===== config.mk =====
export PLATFORM = sky130hd
export DESIGN_NAME = ex_pipeline_controller
export DESIGN_NICKNAME = d
export VERILOG_FILES = /design/src/rtl/ex_pipeline_controller.sv
export SDC_FILE = /design/constraint.sdc
export NUM_CORES = 1
export LEC_CHECK = 0
export ABC_CLOCK_PERIOD_IN_PS = 2700
export BUFFER_PORTS_ARGS = -buffer_cell sky130_fd_sc_hd__buf_2
export CORE_AREA = 2 2 95 69
export CTS_BUF_LIST = sky130_fd_sc_hd__clkbuf_4
export DETAILED_ROUTE_END_ITERATION = 8
export DIE_AREA = 0 0 97 71
export PLACE_DENSITY = 0.66
export SLEW_MARGIN = 0
export SYNTH_ARGS = -nofsm -noshare
export SYNTH_HDL_FRONTEND = slang
export SYNTH_SLANG_ARGS = --single-unit

===== constraint.sdc =====
create_clock -name clk -period 2.7 [get_ports clk]
set_input_delay 0.405 -clock clk [delete_from_list [all_inputs] [get_ports clk]]
set_output_delay 0.405 -clock clk [all_outputs]
set_load 0.01 [all_outputs]

===== src/rtl/ex_pipeline_controller.sv =====
// Execute-stage sequencing controller: owns the NZCV status register,
// issues branch flushes and freezes the pipeline during SRAM accesses.
module ex_pipeline_controller #(
  parameter int unsigned LEN_STATUS   = 4,
  parameter int unsigned LEN_ADDRESS  = 32,
  parameter int unsigned FLUSH_CYCLES = 1,
  parameter int unsigned MEM_TIMEOUT  = 63
) (
  input  logic                   clk,
  input  logic                   rst,
  input  logic                   ex_valid,
  input  logic                   ex_is_branch,
  input  logic                   ex_s_bit,
  input  logic                   ex_mem_read,
  input  logic                   ex_mem_write,
  input  logic [LEN_STATUS-1:0]  alu_status_bits,
  input  logic [LEN_ADDRESS-1:0] branch_address,
  input  logic                   mem_ready,
  output logic [LEN_STATUS-1:0]  status_reg,
  output logic                   branch_taken,
  output logic [LEN_ADDRESS-1:0] branch_target,
  output logic                   flush,
  output logic                   freeze,
  output logic                   mem_req,
  output logic                   mem_error,
  output logic [1:0]             state
);

  localparam int unsigned FLUSH_W = 4;
  localparam int unsigned TIMER_W = 8;

  // Counter reload / terminal values; FLUSH_CYCLES and MEM_TIMEOUT are >= 1.
  localparam logic [FLUSH_W-1:0] FLUSH_LOAD = FLUSH_W'(FLUSH_CYCLES - 1);
  localparam logic [TIMER_W-1:0] TIMER_LAST = TIMER_W'(MEM_TIMEOUT - 1);

  typedef enum logic [1:0] {
    ST_RUN      = 2'd0,
    ST_MEM_WAIT = 2'd1,
    ST_FLUSH    = 2'd2
  } state_e;

  state_e                 state_q;
  state_e                 state_d;
  logic [FLUSH_W-1:0]     flush_cnt_q;
  logic [FLUSH_W-1:0]     flush_cnt_d;
  logic [TIMER_W-1:0]     timer_q;
  logic [TIMER_W-1:0]     timer_d;
  logic [LEN_STATUS-1:0]  status_d;
  logic                   branch_taken_d;
  logic [LEN_ADDRESS-1:0] branch_target_d;
  logic                   flush_d;
  logic                   mem_req_d;
  logic                   mem_error_d;
  logic                   accept;
  logic                   is_mem_op;

  // Only instructions seen while running are evaluated.
  assign accept    = ex_valid & (state_q == ST_RUN);
  assign is_mem_op = ex_mem_read | ex_mem_write;

  // Freeze must drop in the very cycle the SRAM reports completion.
  assign freeze = (state_q == ST_MEM_WAIT) & ~mem_ready;

  assign state = state_q;

  // State register.
  always_ff @(posedge clk or posedge rst) begin
    if (rst) begin
      state_q <= ST_RUN;
    end else begin
      state_q <= state_d;
    end
  end

  // Next-state and next-value logic for every registered output and counter.
  always_comb begin
    state_d         = state_q;
    flush_cnt_d     = flush_cnt_q;
    timer_d         = timer_q;
    status_d        = status_reg;
    branch_taken_d  = 1'b0;
    branch_target_d = branch_target;
    flush_d         = flush;
    mem_req_d       = mem_req;
    mem_error_d     = mem_error;

    // Flags update only on the accept cycle, never while waiting.
    if (accept && ex_s_bit) begin
      status_d = alu_status_bits;
    end

    case (state_q)
      ST_RUN: begin
        if (accept) begin
          if (ex_is_branch) begin
            // Branch wins over any memory bits on the same instruction.
            branch_target_d = branch_address;
            branch_taken_d  = 1'b1;
            flush_d         = 1'b1;
            flush_cnt_d     = FLUSH_LOAD;
            state_d         = ST_FLUSH;
          end else if (is_mem_op) begin
            mem_req_d = 1'b1;
            timer_d   = '0;
            state_d   = ST_MEM_WAIT;
          end
        end
      end

      ST_MEM_WAIT: begin
        if (mem_ready) begin
          mem_req_d = 1'b0;
          state_d   = ST_RUN;
        end else if (timer_q == TIMER_LAST) begin
          // Abandon the access; error stays set until reset.
          mem_error_d = 1'b1;
          mem_req_d   = 1'b0;
          state_d     = ST_RUN;
        end else begin
          timer_d = timer_q + TIMER_W'(1);
        end
      end

      ST_FLUSH: begin
        if (flush_cnt_q == '0) begin
          flush_d = 1'b0;
          state_d = ST_RUN;
        end else begin
          flush_cnt_d = flush_cnt_q - FLUSH_W'(1);
        end
      end

      default: begin
        flush_d   = 1'b0;
        mem_req_d = 1'b0;
        state_d   = ST_RUN;
      end
    endcase
  end

  // Registered outputs and counters.
  always_ff @(posedge clk or posedge rst) begin
    if (rst) begin
      flush_cnt_q   <= '0;
      timer_q       <= '0;
      status_reg    <= '0;
      branch_taken  <= 1'b0;
      branch_target <= '0;
      flush         <= 1'b0;
      mem_req       <= 1'b0;
      mem_error     <= 1'b0;
    end else begin
      flush_cnt_q   <= flush_cnt_d;
      timer_q       <= timer_d;
      status_reg    <= status_d;
      branch_taken  <= branch_taken_d;
      branch_target <= branch_target_d;
      flush         <= flush_d;
      mem_req       <= mem_req_d;
      mem_error     <= mem_error_d;
    end
  end

endmodule


# ---- After elaboration in Yosys (flattened, before gate mapping)
# Index checks and enable logic that the tools add are counted.
dict set report word_totals {
  ram_bits 0
  romBits 0
  input_bits 44
  register_bits 54
  latch_bits 0
  memories 0
  out_inout_bits 43
}
dict set report op_classes {
  n_lt_le_gt_ge 0
  bitwise 6
  div 0
  n_reduce_logical 12
  mux 30
  n_shift 0
  n_eq_ne 13
  n_mul 0
  addsub 2
}
# cell count
set ops {}
lappend ops {{two-way mux 8 bit} 5}
lappend ops {{!= test 2 bit, second input constant} 8}
lappend ops {{case mux 8 bit (2 select lines)} 1}
lappend ops {{two-way mux 2 bit} 6}
lappend ops {{two-way mux 4 bit} 3}
lappend ops {{AND reduction 4 bit} 3}
lappend ops {{two-way mux 1 bit} 11}
lappend ops {{adder 8 x 1 -> 8 bit, second input constant} 1}
lappend ops {{equality test 8 x 6 -> 1 bit, second input constant} 1}
lappend ops {{case mux 4 bit (2 select lines)} 1}
lappend ops {{case mux 1 bit (3 select lines)} 2}
lappend ops {{case mux 2 bit (3 select lines)} 1}
lappend ops {{AND reduction 3 bit} 2}
lappend ops {{AND reduction 6 bit} 1}
lappend ops {{AND reduction 5 bit} 1}
lappend ops {{logical NOT 4 bit} 1}
lappend ops {{nonzero test 2 bit} 2}
lappend ops {{subtractor 4 x 1 -> 4 bit, second input constant} 1}
lappend ops {{!= test 3 x 2 -> 1 bit, second input constant} 1}
lappend ops {{!= test 3 bit, second input constant} 1}
lappend ops {{NOT 1 bit} 3}
lappend ops {{AND 1 bit} 2}
lappend ops {{equality test 2 x 1 -> 1 bit, second input constant} 1}
lappend ops {{equality test 2 bit, second input constant} 1}
lappend ops {{3 further kinds} 3}

# ---- Depth between registers and ports, before layout
# Gate-level depths: netlist of run 1.
dict set report depth {
  depth_word 5
  depth_mapped 6
  ltp_nobuf 6
}

# ---- Worst setup path after synthesis of run 1
# OpenSTA, ideal clock, no wires.
dict set report synth_timing {
  path_kind {flip-flop to flip-flop}
  start {register state_q[1], in the netlist state[1]}
  end {register timer_q[5]}
  setup_ns 0.118
  path_stages_with_launch 5
  synth_period_minus_slack_ns 1.694
  required_time_ns 2.582
  setup_slack_ns 1.006
  t_arrival_ns 1.576
  path_cell_list {dfrtp_1 -> nor3b_4 -> o41a_1 -> mux2_1 -> a21o_1}
}
dict set report synth_between {
  elab_chain_len 4
  word_cells_on_any_way 11
  cone_classes {eq/ne: 6; mux: 1; bitwise: 1; reduce/logical: 3}
}
# element line
set synth_rtl {}
lappend synth_rtl {{start: declaration} 42} ;# state_e state_q;
lappend synth_rtl {{start signal: assignment} 71} ;# state_q <= state_d;
lappend synth_rtl {{logical NOT 2 bit} {58, 92}}
lappend synth_rtl {{AND 1 bit} 58} ;# assign accept = ex_valid & (state_q == ST_RUN);
lappend synth_rtl {{!= test 2 bit (no line)} -}
lappend synth_rtl {{AND reduction 6 bit (no line)} -}
lappend synth_rtl {{end signal: assignment} 154} ;# timer_q <= timer_d;
lappend synth_rtl {{end: declaration} 46} ;# logic [TIMER_W-1:0] timer_q;
# Several ways; a longest one is shown, not always the timed one.
# A chain may end at the register's enable or synchronous reset.

# ---- Final worst setup path of run 1
dict set report layout_timing {
  start {register state_q[1], in the netlist state[1]}
  end {register branch_target[17]}
}
dict set report layout_between {
  elab_chain_len 3
}
# element line
set layout_rtl {}
lappend layout_rtl {{logical NOT 2 bit *} {58, 92}}
lappend layout_rtl {{AND 1 bit} 58}
lappend layout_rtl {{AND reduction 3 bit (no line) *} -}
lappend layout_rtl {{end signal: assignment} 157} ;# branch_target <= branch_target_d;
lappend layout_rtl {{end: declaration} 21} ;# output logic [LEN_ADDRESS-1:0] branch_target,
# Mark *: on every way between the ends. The rest lies on a longest branch, timed or not.

==> results of run 1 <==
[per-layer routing]
| metal | wire, um | vias to the layer above |
|---|---|---|
| met5 | 0 | - |
| met4 | 53 | 0 |
| met3 | 274 | 4 |
| met2 | 1990 | 52 |
| met1 | 2020 | 789 |
| li1 | - | 799 |
[per-stage QoR]
| step | utilization | total power, W | hold WS (ps) |
|---|---|---|---|
| final | 0.485 | 0.00300 | 128 |
| after global routing | 0.485 | 0.00322 | 162 |
| after CTS | 0.485 | 0.00305 | 144 |
| after detailed placement | 0.468 | 0.00251 | 473 |
| after global placement | 0.468 | 0.00247 | 463 |
| after floorplan | - | 0.00207 | 498 |
[kinds of logic after synthesis]
logic type | Yosys count | synth area share
flip-flops | 54 | 0.582
AND/OR/NAND/NOR | 41 | 0.103
multiplexers | 37 | 0.179
AO/OA/AOI/OAI | 19 | 0.0706
buffers and inverters | 15 | 0.0361
adder cells (fa/ha/maj) | 4 | 0.0216
XOR/XNOR | 2 | 0.00754
[cell usage after synthesis, types with 2 or more instances]
library cell	n
nand2_1	4
mux2_2	36
nor2_1	4
nand3_1	14
inv_1	10
nor3_1	3
buf_6	3
o21ai_0	3
a31oi_1	3
dfrtp_1	54
xor2_1	2
ha_1	4
or3_1	3
o211ai_2	2
[power groups by stage]
stage          Sequential, W  Combinational, W  Clock, W
2_1_floorplan        0.00152          0.000542         0
3_3_place_gp         0.00138           0.00109         0
3_5_place_dp         0.00139           0.00112         0
4_1_cts              0.00137           0.00112  0.000560
5_1_grt              0.00142           0.00121  0.000594
6_report             0.00137           0.00110  0.000535
[worst max-delay path: cells and delay by family (launching register included)]
| family | cells | cell delay, ps |
|---|---|---|
| AND/OR/NAND/NOR | 2 | 520 |
| buffers and inverters | 1 | 380 |
| flip-flops | 1 | 500 |
| multiplexers | 1 | 390 |
[cell type report]
cell class / instances / area (sq um) / area share
Timing Repair Buffer: 89 / 453 / 0.155
Multi-Input combinational cell: 103 / 887 / 0.303
Tap cell: 78 / 97.6 / 0.0333
Clock buffer: 5 / 37.5 / 0.0128
Clock inverter: 3 / 63.8 / 0.0218
Inverter: 10 / 37.5 / 0.0128
Sequential cell: 54 / 1350 / 0.462
[final timing paths]
path                                  startpoint                       endpoint  slack (ps)  cells after the start
min reg2reg                mem_error$_DFFE_PP0P_          mem_error$_DFFE_PP0P_         500                      1
max                         state[1]$_DFFE_PP0P_  branch_target[17]$_DFFE_PP0P_         780                      4
max reg2reg                 state[1]$_DFFE_PP0P_  branch_target[17]$_DFFE_PP0P_         780                      4
max in group asynchronous                    rst         branch_taken$_DFF_PP0_        1940                      3
min                                          rst          mem_error$_DFFE_PP0P_         130                      2
min in group clk               branch_address[0]   branch_target[0]$_DFFE_PP0P_         260                      2
==> run metrics, run 1 <==
area of the mapped netlist=around 2300 sq um; flip-flop cell with the highest count after synthesis=dfrtp_1; worst slack, placed=767 ps; master of the slowest instance on the critical path=dfrtp_1; number of setup buffers added after CTS=0; number of H-tree levels=2; global placer's final weighted congestion=roughly 0.8; number of synthesized register bits=54; clock period minus worst slack=1920 ps; Die Ht=~70 um; most common cell after layout, fill and taps aside=buf_2; sequential share of the synthesized area=0.582; Max Clock Freq=521 MHz; Buffers on Ports=86; skew final=around 7.3 ps; clock transition at the register clock pins on the worst setup and hold paths after CTS=roughly 150 ps; layout overhead on the synthesized area=26.1%; fraction of post-synthesis cell area in the top cell type by area=0.582; sequential share of power=0.456; CTS Buf Count=5; final number of max-transition violations=0; Post-Layout Cell Count=342; number of placement rows=24; startpoint type of the worst setup path=register; global routing usage on met3=0.0356; status=finished, final reports clean; power per cell area=between 1000 and 1500 nW/um^2; HPWL after detailed placement=3180 um; hold_buf cts=0; CTS Sinks=54; violation count after the first detailed-routing iteration=71; ports placed on the boundary=87; diode count=0; Synth Area per Inst=13.5 sq um; fraction of power consumed by the clock network=0.179; total via count after detailed routing=1644; maximum resistive drop on vdd=about 0.52 mV; endpoints failing setup=0; initial cell density of the core=0.385; delay of the slowest cell on the worst path=500 ps; placed standard-cell area=approximately 2800 sq um; Sw Share=0.329; Worst EP required=2960 ps; share of the clock period used by the worst path after layout=0.711; number of max-capacitance violations reported=0; post-route setup TNS=0 ps; number of buffers on the longest clock path=2; Worst slew margin=0.533; slew at the pin closest to its max-slew limit=about 700 ps; post-synthesis cell count=around 170; path class of the lowest-slack min-delay path=in -> async; flip-flop count of the largest register, all copies and words added=32; core footprint=6040 sq um; most area-hungry cell type in the Yosys netlist=dfrtp_1; minimum setup slack in the final design=781 ps; Horiz. Die Dim=roughly 97 um; data arrival at the endpoint of the critical path=roughly 2200 ps; Leak=1.41 nW; register with the most flip-flops=branch_target; synth warn=0; share of flip-flops with an asynchronous set or reset=1.00; placed insts=334; CP max FO=36; global-route congestion overflow total=0; met1 Resource Use GR=0.181; remaining antenna violation count=0; synthesized net count=220; gr busiest metal=met2; average wire per standard cell=12.7 um; met2 layer usage reported by global route=0.214; Layout Cell Area excl Fill=2930 sq um; sw power=0.000986 W; CP cell instances=nor3b_1, and2_1, buf_4, mux2_2; total detailed-routing wirelength=~4300 um; Root Buffer=clkbuf_4; number of nets in the finished design=311; maximum number of pins on one net before global-route repair=37; Remaining DRCs=0; registers with the most flip-flops=branch_target: 32 flops, timer_q: 8 flops; drt via density=about 4.8; critical path type=reg -> reg; quantity of gates resized following cts=0; internal power of the cells=0.00201 W; logic gate share of total power=0.366; clock network latency to the later pin of the worst-skew pair=360 ps; number of endpoints with negative hold slack in the final report=0; RSZ-0062 raised after global routing=no; number of enable flip-flop cells after synthesis=0; fraction of layout cells with a size suffix above 1=0.542; Crit. End Element=register; TritonCTS clock tree=done; FILL cells=569; global routing usage summed across all routing layers=0.134; commonest cells after routing, fill and taps aside=buf_2 (86), dfrtp_1 (54), mux2_2 (36), nand3_1 (14), inv_1 (9); Netlist cell types=41; number of detailed-routing iterations run before antenna repair=4; number of antenna violations at the first check in global routing=0; synth top area cells=dfrtp_1 (58%), mux2_2 (17%), nand3_1 (3.0%); die area=6890 sq um; number of global-route vias before repair=1587; global-route wire length before repair=around 7500 um
No activity file was read; power rests on OpenSTA's default activity.
==> run 2, diff against run 1 <==
ABC_AREA = 1   (was unset)
ABC_CLOCK_PERIOD_IN_PS = 1900   (was 2700)
CORE_AREA = 2 2 96 71   (was 2 2 95 69)
DIE_AREA = 0 0 98 73   (was 0 0 97 71)
PLACE_DENSITY = 0.65   (was 0.66)
clock period = 1.9 ns   (was 2.7 ns; I/O delays follow)
==> run metrics, run 2 <==
commonest cells after routing, fill and taps aside=nand2_1 (122), buf_2 (86), dfrtp_1 (54), nand3_1 (17); placed insts=436; final number of max-transition violations=0; Horiz. Die Dim=98 um; drt via density=4.54; worst slack, placed=315 ps; Worst Hold Depth=3; flip-flop count of the largest register, all copies and words added=32; HPWL after detailed placement=about 3700 um; share of the clock period used by the worst path after layout=0.884; number of nets in the finished design=about 410; total via count after detailed routing=just over 2k; number of synthesized register bits=54; number of antenna violations at the first check in global routing=0; skew final=8.51 ps; slew at the pin closest to its max-slew limit=476 ps; delay of the slowest cell on the worst path=460 ps; Buffers on Ports=86; clock period minus worst slack=1680 ps; share of the core filled with cells=0.470; total detailed-routing wirelength=4960 um; Root Buffer=clkbuf_4; Die Ht=73 um; critical path type=reg -> out; average wire per standard cell=11.1 um; maximum number of pins on one net before global-route repair=34; clock network latency to the later pin of the worst-skew pair=370 ps; register with the most flip-flops=branch_target; global placer's final weighted congestion=0.784; initial cell density of the core=0.381; master of the slowest instance on the critical path=dfrtp_1; quantity of gates resized following cts=0; core footprint=around 6300 sq um; Buffers & Inverters on Critical Path=2; path class of the lowest-slack min-delay path=in -> reg; synth warn=0; Crit. End Element=output pin; Leak=1.68 nW; Worst slew margin=0.682; most common cell in the synthesized netlist=nand2_1; CP cell instances=inv_1, nand2_2, nor2_4, buf_2; flip-flop cell with the highest count after synthesis=dfrtp_1; endpoints failing setup=0; layout overhead on the synthesized area=23.3%; Critical Path Start=state[1]$_DFFE_PP0P_; startpoint type of the worst setup path=register; Max Clock Freq=595 MHz; global-route congestion overflow total=0; synth top area cells=dfrtp_1 (56%), nand2_1 (19%), nand3_1 (3.5%); remaining antenna violation count=0; post-route setup TNS=0 ps; Netlist cell types=25; violation count after the first detailed-routing iteration=64; most common cell after layout, fill and taps aside=nand2_1; die area=7150 sq um; Worst EP required=1620 ps; maximum resistive drop on vdd=approximately 0.62 mV; clock transition at the register clock pins on the worst setup and hold paths after CTS=160 ps; number of endpoints with negative hold slack in the final report=0; minimum setup slack in the final design=221 ps; number of buffers on the longest clock path=2; global routing usage summed across all routing layers=0.142; Crit path max-delay family=flip-flops; FILL cells=644; most area-hungry cell type in the Yosys netlist=dfrtp_1; CTS Sinks=54; CP max FO=6; Synth Area per Inst=8.90 sq um; TritonCTS clock tree=done; number of H-tree levels=2; fraction of post-synthesis cell area in the top cell type by area=0.558; sequential share of the synthesized area=0.558; post-synthesis cell count=272; global-route wire length before repair=8230 um; number of global-route vias before repair=1754; diode count=0; CTS Buf Count=5; total power of the final layout=around 0.0045 W; synthesized net count=320; ranking of synthesized cells by instance count=nand2_1 (122), dfrtp_1 (54), nand3_1 (17), inv_1 (14); number of setup buffers added after CTS=0; launch point of the worst reg-to-reg path=timer_q[0]$_DFFE_PP0P_; Post-Layout Cell Count=approximately 450; number of enable flip-flop cells after synthesis=0; fraction of layout cells with a size suffix above 1=0.346; number of max-capacitance violations reported=0; hold_buf cts=1; registers with the most flip-flops=branch_target: 32 flops, timer_q: 8 flops; cell count along the critical path=4; beginning of the worst hold path=branch_address[4]; number of detailed-routing iterations run before antenna repair=4; area of the mapped netlist=2420 sq um; data arrival at the endpoint of the critical path=1390 ps; RSZ-0062 raised after global routing=no; status=finished, final reports clean; cells on worst reg2reg path=7; power per cell area=1520 nW/um^2; ports placed on the boundary=87; Remaining DRCs=0; share of flip-flops with an asynchronous set or reset=1.00; number of placement rows=25
run 2: metrics by stage:
step           hold WS [ps]  area (sq um)
6_report               90.4          2980
3_5_place_dp            339          2910
5_1_grt                69.2          2980
2_1_floorplan           389          2420
3_3_place_gp            347          2910
4_1_cts                70.6          2980
run 2: cells by family (layout without fill, tap and decap cells):
family / after synthesis / in the layout / synth area share
AOI/OAI and AO/OA: 11 / 11 / 0.0315
adders and majority gates: 4 / 4 / 0.0207
muxes: 4 / 4 / 0.0186
xor gates and xnor gates: 2 / 2 / 0.00724
and+or+nand+nor: 175 / 175 / 0.311
DFF: 54 / 54 / 0.558
buffers and inverters: 22 / 114 / 0.0522
run 2: path summary, 6_finish.rpt:
kind                                                end  slack [ps]
min reg2reg                       mem_error$_DFFE_PP0P_         470
max in group asynchronous        branch_taken$_DFF_PP0_         800
max                                              freeze         220
max reg2reg                      timer_q[7]$_DFFE_PP0P_         310
min in group asynchronous     status_reg[2]$_DFFE_PP0P_         460
min                        branch_target[4]$_DFFE_PP0P_          90
run 2: where the power goes:
part / leakage [nW] / internal (W) / switching [W] / total (W)
sequential: 0.682 / 0.00163 / 0.000276 / 0.00191
clock: 0.0312 / 0.000145 / 0.000372 / 0.000517
combinational: 0.971 / 0.000791 / 0.00131 / 0.00210
total: 1.68 / 0.00257 / 0.00196 / 0.00452
run 2: layer usage:
| metal | GRT usage | wire [um] | part of all wire | up-vias |
|---|---|---|---|---|
| met3 | 0.0402 | 281 | 0.057 | 4 |
| met1 | 0.202 | 2390 | 0.48 | 946 |
| met4 | 0.0463 | 43 | 0.0087 | 0 |
| li1 | - | - | - | 1023 |
| met2 | 0.209 | 2240 | 0.45 | 49 |
| met5 | 0 | 0 | 0 | - |
run 2: final cells by class:
type	instances	area (sq um)	share of cell area
Sequential cell	54	1350	0.453
Multi-Input combinational cell	196	942	0.316
Timing Repair Buffer	91	470	0.158
Tap cell	81	101	0.0340
Inverter	15	58.8	0.0197
Clock buffer	5	37.5	0.0126
Clock inverter	3	21.3	0.00713
run 2: tightest hold or removal path, stage by stage:
cell and delay [ps]:
buf_2 70, nand2_1 40, nand2_1 40
==> run 3, diff against run 2 <==
ABC_AREA = 0   (was 1)
CORE_AREA = 2 2 95 69   (was 2 2 96 71)
DIE_AREA = 0 0 97 71   (was 0 0 98 73)
PLACE_DENSITY = 0.66   (was 0.65)
SETUP_SLACK_MARGIN = 0.4   (was unset)
==> run metrics, run 3 (same netlist as run 1, synthesis figures left out) <==
delay of the slowest cell on the worst path=approximately 460 ps; clock network latency to the later pin of the worst-skew pair=370 ps; critical path type=reg -> reg; RSZ-0062 raised after global routing=yes; placed standard-cell area=2960 sq um; HPWL after detailed placement=3550 um; clock transition at the register clock pins on the worst setup and hold paths after CTS=160 ps; cell count along the critical path=5; commonest cells after routing, fill and taps aside=buf_2 (86), dfrtp_1 (52), mux2_4 (32), buf_4 (14), nand3_1 (13); minimum setup slack in the final design=243 ps; post-route setup TNS=0 ps; path class of the lowest-slack min-delay path=in -> reg; global-route wire length before repair=8720 um; endpoints failing setup=0; data arrival at the endpoint of the critical path=1930 ps; area used by sequential logic in the layout=1350 sq um; met1 Resource Use GR=0.227; slew at the pin closest to its max-slew limit=roughly 660 ps; most common cell after layout, fill and taps aside=buf_2; flip-flop count of the largest register, all copies and words added=32; registers with the most flip-flops=branch_target: 32 flops, timer_q: 8 flops; final number of max-transition violations=0; Max Clock Freq=604 MHz; Buffers on Ports=86; Worst EP required=between 2000 and 2500 ps; number of antenna violations at the first check in global routing=0; Critical Path Start=state[0]$_DFFE_PP0P_; power per cell area=1410 nW/um^2; Horiz. Die Dim=97 um; global placer's final weighted congestion=0.773; launch point of the worst reg-to-reg path=state[0]$_DFFE_PP0P_; maximum resistive drop on vdd=0.705 mV; global routing usage on met3=0.0484; average wire per standard cell=15.4 um; drt via density=around 4.9; skew final=9.96 ps; remaining antenna violation count=0; cells on worst reg2reg path=5; destination of the critical timing path=branch_target[12]$_DFFE_PP0P_; Root Buffer=clkbuf_4; total via count after detailed routing=1800; startpoint type of the worst setup path=register; Layout Cell Area excl Fill=roughly 3500 sq um; Die Ht=71 um; sw power=0.00165 W; CP cell instances=nor3b_2, and2_4, buf_12, buf_16, mux2_4; share of the clock period used by the worst path after layout=0.872; beginning of the worst hold path=branch_address[0]; number of detailed-routing iterations run before antenna repair=4; number of buffers on the longest clock path=2; total detailed-routing wirelength=5690 um; Crit Reg-Reg Endpoint=branch_target[12]$_DFFE_PP0P_; Buffers & Inverters on Critical Path=2; maximum number of pins on one net before global-route repair=31; number of endpoints with negative hold slack in the final report=0; Crit. End Element=register; register with the most flip-flops=branch_target; clock period minus worst slack=1660 ps; initial cell density of the core=0.385; diode count=0; layout overhead on the synthesized area=49.0%; worst slack, placed=172 ps; number of nets in the finished design=338; ports placed on the boundary=87; CTS Sinks=54; number of H-tree levels=2; Leak=1.70 nW; internal power of the cells=between 0.003 and 0.004 W; Sw Share=0.338; status=finished, final reports clean; gr busiest metal=met2; met2 layer usage reported by global route=0.240; core footprint=6040 sq um; TritonCTS clock tree=done; global-route congestion overflow total=0; global routing usage summed across all routing layers=0.160; area used by multi-input combinational logic=1070 sq um; reg-to-reg slack, setup=240 ps; CTS Buf Count=5; fraction of layout cells with a size suffix above 1=0.643; master of the slowest instance on the critical path=dfrtp_2; Worst slew margin=0.559; violation count after the first detailed-routing iteration=between 40 and 50; number of global-route vias before repair=1729; fraction of power consumed by the clock network=0.134; CP max FO=6; Remaining DRCs=0; number of placement rows=24; sequential share of power=0.410; FILL cells=504; die area=6890 sq um; logic gate share of total power=0.457; number of max-capacitance violations reported=0; Crit path max-delay family=simple AND/OR/NAND/NOR gates
-- run 3: cell types whose count changed in the layout (fill, tap and decap cells not counted), moves of 3 or more --
cell,previous run,this run
a31oi_1,0,3
buf_12,0,3
buf_16,0,3
buf_4,4,14
buf_6,0,7
inv_1,13,7
mux2_4,0,32
nand2_1,122,3
nand2_2,13,2
nand3_1,17,13
nor2_1,13,3
o21ai_1,7,2
-- run 3: area by class of cell --
type / count / area share
sequential: 54 / 0.391
timing repair buffer: 116 / 0.236
inverter: 10 / 0.0119
clock inverter: 3 / 0.0127
tap: 78 / 0.0282
clock buffer: 5 / 0.0108
multi-input combinational: 103 / 0.309
-- run 3: timing repair --
action                                 4_1_cts  5_1_grt
buffers inserted                            13        5
cloned                                       3        4
endpoints found under the hold margin       28        0
pin swaps                                    7       11
setup endpoints to repair                   50       51
gates resized for setup                     11       24
hold buffers                                 1        0
-- run 3: routing by layer --
metal,up-vias,share of wire
li1,851,-
met1,883,0.49
met2,61,0.44
met3,5,0.059
met4,0,0.010
met5,-,0
-- run 3: how the worst min path moves through the flow --
stage                               endpoint  slack, ps  depth (start not counted)
3_3_place_gp   branch_target[26]$_DFFE_PP0P_        410                          2
5_1_grt         branch_target[2]$_DFFE_PP0P_        100                          2
6_report        branch_target[0]$_DFFE_PP0P_        130                          2
4_1_cts        branch_target[31]$_DFFE_PP0P_        110                          2
2_1_floorplan         branch_taken$_DFF_PP0_        350                          1
3_5_place_dp   branch_target[26]$_DFFE_PP0P_        410                          2
-- run 3: power groups by stage --
stage	clock network [W]	registers [W]	logic, W
2_1_floorplan	0	0.00218	0.000969
3_3_place_gp	0	0.00200	0.00178
3_5_place_dp	0	0.00200	0.00181
4_1_cts	0.000671	0.00199	0.00203
5_1_grt	0.000723	0.00206	0.00239
6_report	0.000652	0.00200	0.00222
-- run 3: per-stage QoR --
step                std cells  utilization  hold slack [ps]  total power [W]
finish                    369        0.573              126          0.00487
global route              369        0.573             96.8          0.00518
CTS                       360        0.542              106          0.00469
detailed placement        335        0.490              415          0.00381
global placement          335        0.490              412          0.00378
floorplan                 172            -              353          0.00315
-- run 3: worst reg2reg max path: cells and delay by family, from the launching register on --
kind / cells / cell delay (ps)
simple gates: 2 / 530
buf+inv: 2 / 270
flops: 1 / 460
mux: 1 / 290
